File: config.mk
export PLATFORM = sky130hd
export DESIGN_NAME = mitchell_err_stats
export DESIGN_NICKNAME = d
export VERILOG_FILES = /design/src/rtl/mitchell_stats_pkg.sv /design/src/rtl/restoring_div.sv /design/src/rtl/mitchell_err_stats.sv
export SDC_FILE = /design/constraint.sdc
export NUM_CORES = 1
export LEC_CHECK = 0
export BUFFER_PORTS_ARGS = -buffer_cell sky130_fd_sc_hd__buf_4
export CAP_MARGIN = 25
export CORE_MARGIN = 5
export CORE_UTILIZATION = 40
export DETAILED_ROUTE_END_ITERATION = 12
export GPL_TIMING_DRIVEN = 0
export SLEW_MARGIN = 0
export SYNTH_ARGS = -nofsm -noshare
export SYNTH_HDL_FRONTEND = slang
export SYNTH_SLANG_ARGS = --single-unit
File: constraint.sdc
create_clock -name clk -period 13 [get_ports clk]
set_input_delay 1.95 -clock clk [delete_from_list [all_inputs] [get_ports clk]]
set_output_delay 1.95 -clock clk [all_outputs]
set_load 0.02 [all_outputs]
File: src/rtl/mitchell_stats_pkg.sv
// Shared types, default widths and width helpers for the Mitchell error-statistics engine.
package mitchell_stats_pkg;

    typedef enum logic [1:0] {
        S_IDLE = 2'd0,
        S_CALC = 2'd1,
        S_DIV  = 2'd2,
        S_ACC  = 2'd3
    } state_t;

    localparam int DEF_IN_W  = 9;
    localparam int DEF_P_W   = 17;
    localparam int DEF_FRAC  = 16;
    localparam int DEF_CNT_W = 32;
    localparam int DEF_ACC_W = 64;

    // Quotient width: the error distance is shifted up by FRAC bits before division.
    function automatic int calc_q_w(input int p_w, input int frac);
        return p_w + frac;
    endfunction

endpackage

File: src/rtl/restoring_div.sv
// Unsigned restoring divider, one quotient bit per cycle, N_W iterations after i_start.
// o_done is high during the final iteration; o_quot holds the full quotient from the
// following cycle until the next i_start.
module restoring_div #(
    parameter int N_W = 33,
    parameter int D_W = 17
) (
    input  logic           clk,
    input  logic           rst,
    input  logic           i_clear,
    input  logic           i_start,
    input  logic [N_W-1:0] i_dividend,
    input  logic [D_W-1:0] i_divisor,
    output logic           o_done,
    output logic [N_W-1:0] o_quot
);

    localparam int CW = (N_W > 1) ? $clog2(N_W) : 1;

    logic           r_active;
    logic [CW-1:0]  r_cnt;
    logic [D_W-1:0] r_rem;
    logic [D_W-1:0] r_div;
    logic [N_W-1:0] r_quo;   // dividend bits shift out of the top, quotient bits in at the bottom

    logic [D_W:0]   w_trial;
    logic [D_W:0]   w_diff;
    logic           w_bit;
    logic           w_last;

    // Trial subtraction of the divisor from the shifted partial remainder.
    always_comb begin
        w_trial = {r_rem, r_quo[N_W-1]};
        w_diff  = w_trial - {1'b0, r_div};
        w_bit   = (w_trial >= {1'b0, r_div});
        w_last  = r_active && (r_cnt == CW'(N_W - 1));
    end

    // Iteration state; a clear aborts any division in progress.
    always_ff @(posedge clk or posedge rst) begin
        if (rst) begin
            // NOTE: sequential state is written with <= so every register samples pre-edge values.
            r_active <= 1'b0;
            r_cnt    <= '0;
            r_rem    <= '0;
            r_div    <= '0;
            r_quo    <= '0;
        end else if (i_clear) begin
            r_active <= 1'b0;
            r_cnt    <= '0;
            r_rem    <= '0;
            r_div    <= '0;
            r_quo    <= '0;
        end else if (i_start) begin
            r_active <= 1'b1;
            r_cnt    <= '0;
            r_rem    <= '0;
            r_div    <= i_divisor;
            r_quo    <= i_dividend;
        end else if (r_active) begin
            r_rem    <= w_bit ? w_diff[D_W-1:0] : w_trial[D_W-1:0];
            r_quo    <= {r_quo[N_W-2:0], w_bit};
            r_cnt    <= r_cnt + CW'(1);
            if (w_last) begin
                r_active <= 1'b0;
            end
        end
    end

    assign o_done = w_last;
    assign o_quot = r_quo;

endmodule

File: src/rtl/mitchell_err_stats.sv
// Error-statistics engine for the Mitchell approximate multiplier: exact product, error
// distance, saturating sums and a fixed-point relative-error accumulator.
module mitchell_err_stats
    import mitchell_stats_pkg::*;
#(
    parameter int IN_W  = DEF_IN_W,
    parameter int P_W   = DEF_P_W,
    parameter int FRAC  = DEF_FRAC,
    parameter int CNT_W = DEF_CNT_W,
    parameter int ACC_W = DEF_ACC_W
) (
    input  logic             clk,
    input  logic             rst,
    input  logic             clear,
    input  logic             in_valid,
    output logic             in_ready,
    input  logic [IN_W-1:0]  in_x,
    input  logic [IN_W-1:0]  in_y,
    input  logic [P_W-1:0]   in_p,
    output logic [CNT_W-1:0] sample_cnt,
    output logic [CNT_W-1:0] valid_cnt,
    output logic [CNT_W-1:0] err_cnt,
    output logic [ACC_W-1:0] sum_ed,
    output logic [P_W-1:0]   max_ed,
    output logic [ACC_W-1:0] sum_red,
    output logic             ovf,
    output logic             busy
);

    localparam int Q_W = calc_q_w(P_W, FRAC);
    localparam int SW  = ((ACC_W > Q_W) ? ACC_W : Q_W) + 1;   // sum width wide enough to see overflow
    localparam logic [CNT_W-1:0] CNT_MAX = '1;
    localparam logic [ACC_W-1:0] ACC_MAX = '1;

    state_t           r_state;
    state_t           w_state_nx;
    logic [IN_W-1:0]  r_x;
    logic [IN_W-1:0]  r_y;
    logic [P_W-1:0]   r_p;
    logic [CNT_W-1:0] r_sample_cnt;
    logic [CNT_W-1:0] r_valid_cnt;
    logic [CNT_W-1:0] r_err_cnt;
    logic [ACC_W-1:0] r_sum_ed;
    logic [P_W-1:0]   r_max_ed;
    logic [ACC_W-1:0] r_sum_red;
    logic             r_ovf;

    logic [P_W-1:0]   w_exact;
    logic [P_W-1:0]   w_ed;
    logic             w_div_start;
    logic             w_div_done;
    logic [Q_W-1:0]   w_quot;
    logic [SW-1:0]    w_sum_ed_wide;
    logic [SW-1:0]    w_sum_red_wide;
    logic             w_sum_ed_sat;
    logic             w_sum_red_sat;
    logic             w_calc_ovf;

    // Exact (truncated) product, error distance and saturating sums for the latched sample.
    always_comb begin
        w_exact        = P_W'(r_x * r_y);
        w_ed           = (r_p >= w_exact) ? (r_p - w_exact) : (w_exact - r_p);
        w_sum_ed_wide  = SW'(r_sum_ed) + SW'(w_ed);
        w_sum_red_wide = SW'(r_sum_red) + SW'(w_quot);
        w_sum_ed_sat   = (w_sum_ed_wide > SW'(ACC_MAX));
        w_sum_red_sat  = (w_sum_red_wide > SW'(ACC_MAX));
        w_calc_ovf     = (r_sample_cnt == CNT_MAX)
                       | ((w_ed != '0) && (r_err_cnt == CNT_MAX))
                       | ((w_exact != '0) && (r_valid_cnt == CNT_MAX))
                       | w_sum_ed_sat;
        w_div_start    = (r_state == S_CALC) && !clear && (w_exact != '0) && (w_ed != '0);
    end

    restoring_div #(
        .N_W (Q_W),
        .D_W (P_W)
    ) u_div (
        .clk        (clk),
        .rst        (rst),
        .i_clear    (clear),
        .i_start    (w_div_start),
        .i_dividend ({w_ed, {FRAC{1'b0}}}),
        .i_divisor  (w_exact),
        .o_done     (w_div_done),
        .o_quot     (w_quot)
    );

    // Next-state logic; clear wins from any state.
    always_comb begin
        // NOTE: a default on entry keeps this block purely combinational (no latch).
        w_state_nx = r_state;
        case (r_state)
            S_IDLE: if (in_valid && in_ready) w_state_nx = S_CALC;
            S_CALC: w_state_nx = ((w_exact == '0) || (w_ed == '0)) ? S_IDLE : S_DIV;
            S_DIV:  if (w_div_done) w_state_nx = S_ACC;
            S_ACC:  w_state_nx = S_IDLE;
            default: w_state_nx = S_IDLE;
        endcase
        if (clear) begin
            w_state_nx = S_IDLE;
        end
    end

    // State register.
    always_ff @(posedge clk or posedge rst) begin
        if (rst) begin
            r_state <= S_IDLE;
        end else begin
            r_state <= w_state_nx;
        end
    end

    // Sample capture on the accept handshake.
    always_ff @(posedge clk or posedge rst) begin
        if (rst) begin
            r_x <= '0;
            r_y <= '0;
            r_p <= '0;
        end else if (in_valid && in_ready) begin
            r_x <= in_x;
            r_y <= in_y;
            r_p <= in_p;
        end
    end

    // Statistics: per-sample sums in CALC, relative error in ACC, all saturating.
    always_ff @(posedge clk or posedge rst) begin
        if (rst) begin
            r_sample_cnt <= '0;
            r_valid_cnt  <= '0;
            r_err_cnt    <= '0;
            r_sum_ed     <= '0;
            r_max_ed     <= '0;
            r_sum_red    <= '0;
            r_ovf        <= 1'b0;
        end else if (clear) begin
            r_sample_cnt <= '0;
            r_valid_cnt  <= '0;
            r_err_cnt    <= '0;
            r_sum_ed     <= '0;
            r_max_ed     <= '0;
            r_sum_red    <= '0;
            r_ovf        <= 1'b0;
        end else if (r_state == S_CALC) begin
            if (r_sample_cnt != CNT_MAX) r_sample_cnt <= r_sample_cnt + CNT_W'(1);
            if ((w_exact != '0) && (r_valid_cnt != CNT_MAX)) r_valid_cnt <= r_valid_cnt + CNT_W'(1);
            if ((w_ed != '0) && (r_err_cnt != CNT_MAX)) r_err_cnt <= r_err_cnt + CNT_W'(1);
            r_sum_ed <= w_sum_ed_sat ? ACC_MAX : w_sum_ed_wide[ACC_W-1:0];
            if (w_ed > r_max_ed) r_max_ed <= w_ed;
            if (w_calc_ovf) r_ovf <= 1'b1;
        end else if (r_state == S_ACC) begin
            r_sum_red <= w_sum_red_sat ? ACC_MAX : w_sum_red_wide[ACC_W-1:0];
            if (w_sum_red_sat) r_ovf <= 1'b1;
        end
    end

    assign in_ready   = (r_state == S_IDLE) && !clear;
    assign busy       = (r_state != S_IDLE);
    assign sample_cnt = r_sample_cnt;
    assign valid_cnt  = r_valid_cnt;
    assign err_cnt    = r_err_cnt;
    assign sum_ed     = r_sum_ed;
    assign max_ed     = r_max_ed;
    assign sum_red    = r_sum_red;
    assign ovf        = r_ovf;

endmodule

==> out/metrics.yaml <==
fin_area_sq_um: 30000
numCtsBuffers: 46
final_nets: 3448
ctsResizeCount: 0
synth_nets: 3113
antenna_cells: 0
synth_area_leaders: "dfrtp_1 35%, ha_1 7.8%, fa_1 4.3%"
core_area_sq_um: 62900
fin_skew_ns: 0.0197
ys_warn_count: 0
vias: 23200
whs_ns: 0.544
die-area_sq_um: 68300
slew_violations: 0
status: "completed"
slowest_delay_ns: 0.83
cts.sinks: 353
drcViolationCount: 0
synth_seq_cells: 353
finalHoldViolCount: 0
die_height_um: 261
via_per_inst: 5.69
ctsHoldBuffers: 0
synth_area_per_cell_sq_um: 8.82
slowest_stage: "nor3_1"
drtPass1Iterations: 7
rsz0062_at_grt: "no"
start_util: 0.402
criticalPathCategory: "reg -> reg"
postRouteWirelength_um: 85300
synthFlopType: "dfrtp_1"
cts_root_buf: "clkbuf_16"
required_ns: 13.52
maxSlewHeadroom: 0.292
synth-edff-count: 0
htree_levels: 2
startpoint: "r_x[5]"
place_area_sq_um: 28500
ys_seq_area_frac: 0.350
worstMarginPinSlew_ns: 1.06
synth_cells: 2863
min_period_ns: 12.15
grt_pass1_vias: 23000
r2r-start: "r_x[5]"
final_layout_size_suffix_gt1_frac: 0.147
grt.total_usage: 0.243
met1Wirelength_um: 37600
dieWidth_um: 261
arrival_ns: 12.67
synth_common_cells: "353 x dfrtp_1, 262 x nor2_1, 211 x nand2_1"
finalSetupViolCount: 0
synth_most_common_cell: "dfrtp_1"
cp-end-kind: "flop"
cts_tree: "yes"
syn_area_sq_um: 25300
place_congestion: 0.936
synthArstFlopShare: 1.00
yosys.area.top_type: "dfrtp_1"
row_count: 92
antenna_left: 0
syn2layout_area_growth_pct: 19.0
cp_max_fo: 10
wl_per_cell_um: 20.9
pin_count: 283
hp-start: "u_div.r_div[3]"
grt.overflow.total: 0
cts.clk_slew.worst_paths_ns: 0.06
worstHoldPathType: "reg -> reg"
drv_cap: 0
cts_setup_buffers: 0
path_common_cell: "fa_1"
period_share: 0.935
grt_antenna_before_repair: 0
grt_start_max_net_pins: 122
met2_length_um: 39600
timing.fmax_mhz: 82.3
clk_latency_ns: 0.60
yosys.area.top_type_share: 0.350
portBuffers: 281
wl_met3_um: 5550
hpwl_um: 64000
top_layer: "met4"
cts_buffer_depth: 3
grt_pass1_wl_um: 133000
drtIter0Drc: 1839
yosysUniqueCellTypes: 85
cp-start-kind: "flop"
fin_util: 0.478
through the flow:
stage                      TNS, ns  worst slack, ns  std cells
final                            0            0.848       4080
after global routing             0            0.245       4080
after CTS                        0            0.968       4080
after detailed placement         0             1.05       3996
after global placement    -1139.63            -3.28       3990
after floorplan                  0             1.26       2863
final cells by class:
cell class | instances | area, sq um
buffer | 151 | 638
clock inverter | 18 | 171
timing repair buffer | 287 | 2200
sequential | 353 | 8830
inverter | 173 | 657
multi-input combinational | 2186 | 15100
clock buffer | 66 | 1360
fill | 6130 | 32800
tap | 846 | 1060
worst max-delay path: cells and delay by family (launching register included):
kind | cells | cell delay (ns)
AOI/OAI and AO/OA | 14 | 3.44
muxes | 1 | 0.80
and+or+nand+nor | 7 | 2.58
adders and majority gates | 7 | 3.00
xor gates and xnor gates | 1 | 0.34
buffers and inverters | 8 | 1.60
DFF | 1 | 0.32
final timing paths:
| check | cells past startpoint | to | slack (ns) |
|---|---|---|---|
| max | 38 | sum_ed[54] | 0.85 |
| min | 2 | u_div.r_div[3] | 0.54 |
| max reg2reg | 38 | sum_ed[54] | 0.85 |
| min reg2reg | 2 | u_div.r_div[3] | 0.54 |
| max in group asynchronous | 3 | sample_cnt[26] | 10.31 |
| min in group asynchronous | 2 | sum_red[16] | 1.54 |
cell families after synthesis:
| kind of cell | after synthesis | share of synthesized area |
|---|---|---|
| DFF | 353 | 0.350 |
| AOI/OAI and AO/OA | 697 | 0.179 |
| xor gates and xnor gates | 137 | 0.0475 |
| and+or+nand+nor | 1031 | 0.205 |
| muxes | 110 | 0.0466 |
| buffers and inverters | 324 | 0.0510 |
| adders and majority gates | 211 | 0.121 |
cells in the final DEF, fill, tap and decap left out, types with 36 or more instances in the layout:
cell type  count
nand3_1       81
a21o_1        45
nand4_1       57
a31oi_1       47
nand2_1      211
o21ai_0      161
ha_1         157
mux2i_1       67
nor3_1        94
a21oi_1      187
or3_1         36
nor2b_1       47
inv_1        171
buf_4        285
and2_1        69
a211oi_1      55
nor2_1       262
dfrtp_1      353
clkbuf_16     47
xor2_1        45
and3_1        51
clkbuf_1     135
xnor2_1       92
fa_1          54
state kept, by name (all words and copies together) (netlist names):
register,count
err_cnt,32
max_ed,17
ovf,1
r_p,17
r_state,2
r_x,9
r_y,9
sample_cnt,32
sum_ed,64
sum_red,64
u_div.o_quot,33
u_div.r_active,1
u_div.r_cnt,6
u_div.r_div,17
u_div.r_rem,17
valid_cnt,32
layer usage:
layer / vias to the layer above / track usage
li1: 10900 / -
met1: 11500 / 0.335
met2: 739 / 0.395
met3: 136 / 0.0386
met4: 0 / 0.0740
met5: - / 0
Power is left out: the tool's default activity adds up to more than one toggle a clock period on the data nets, which glitch-free logic cannot reach.
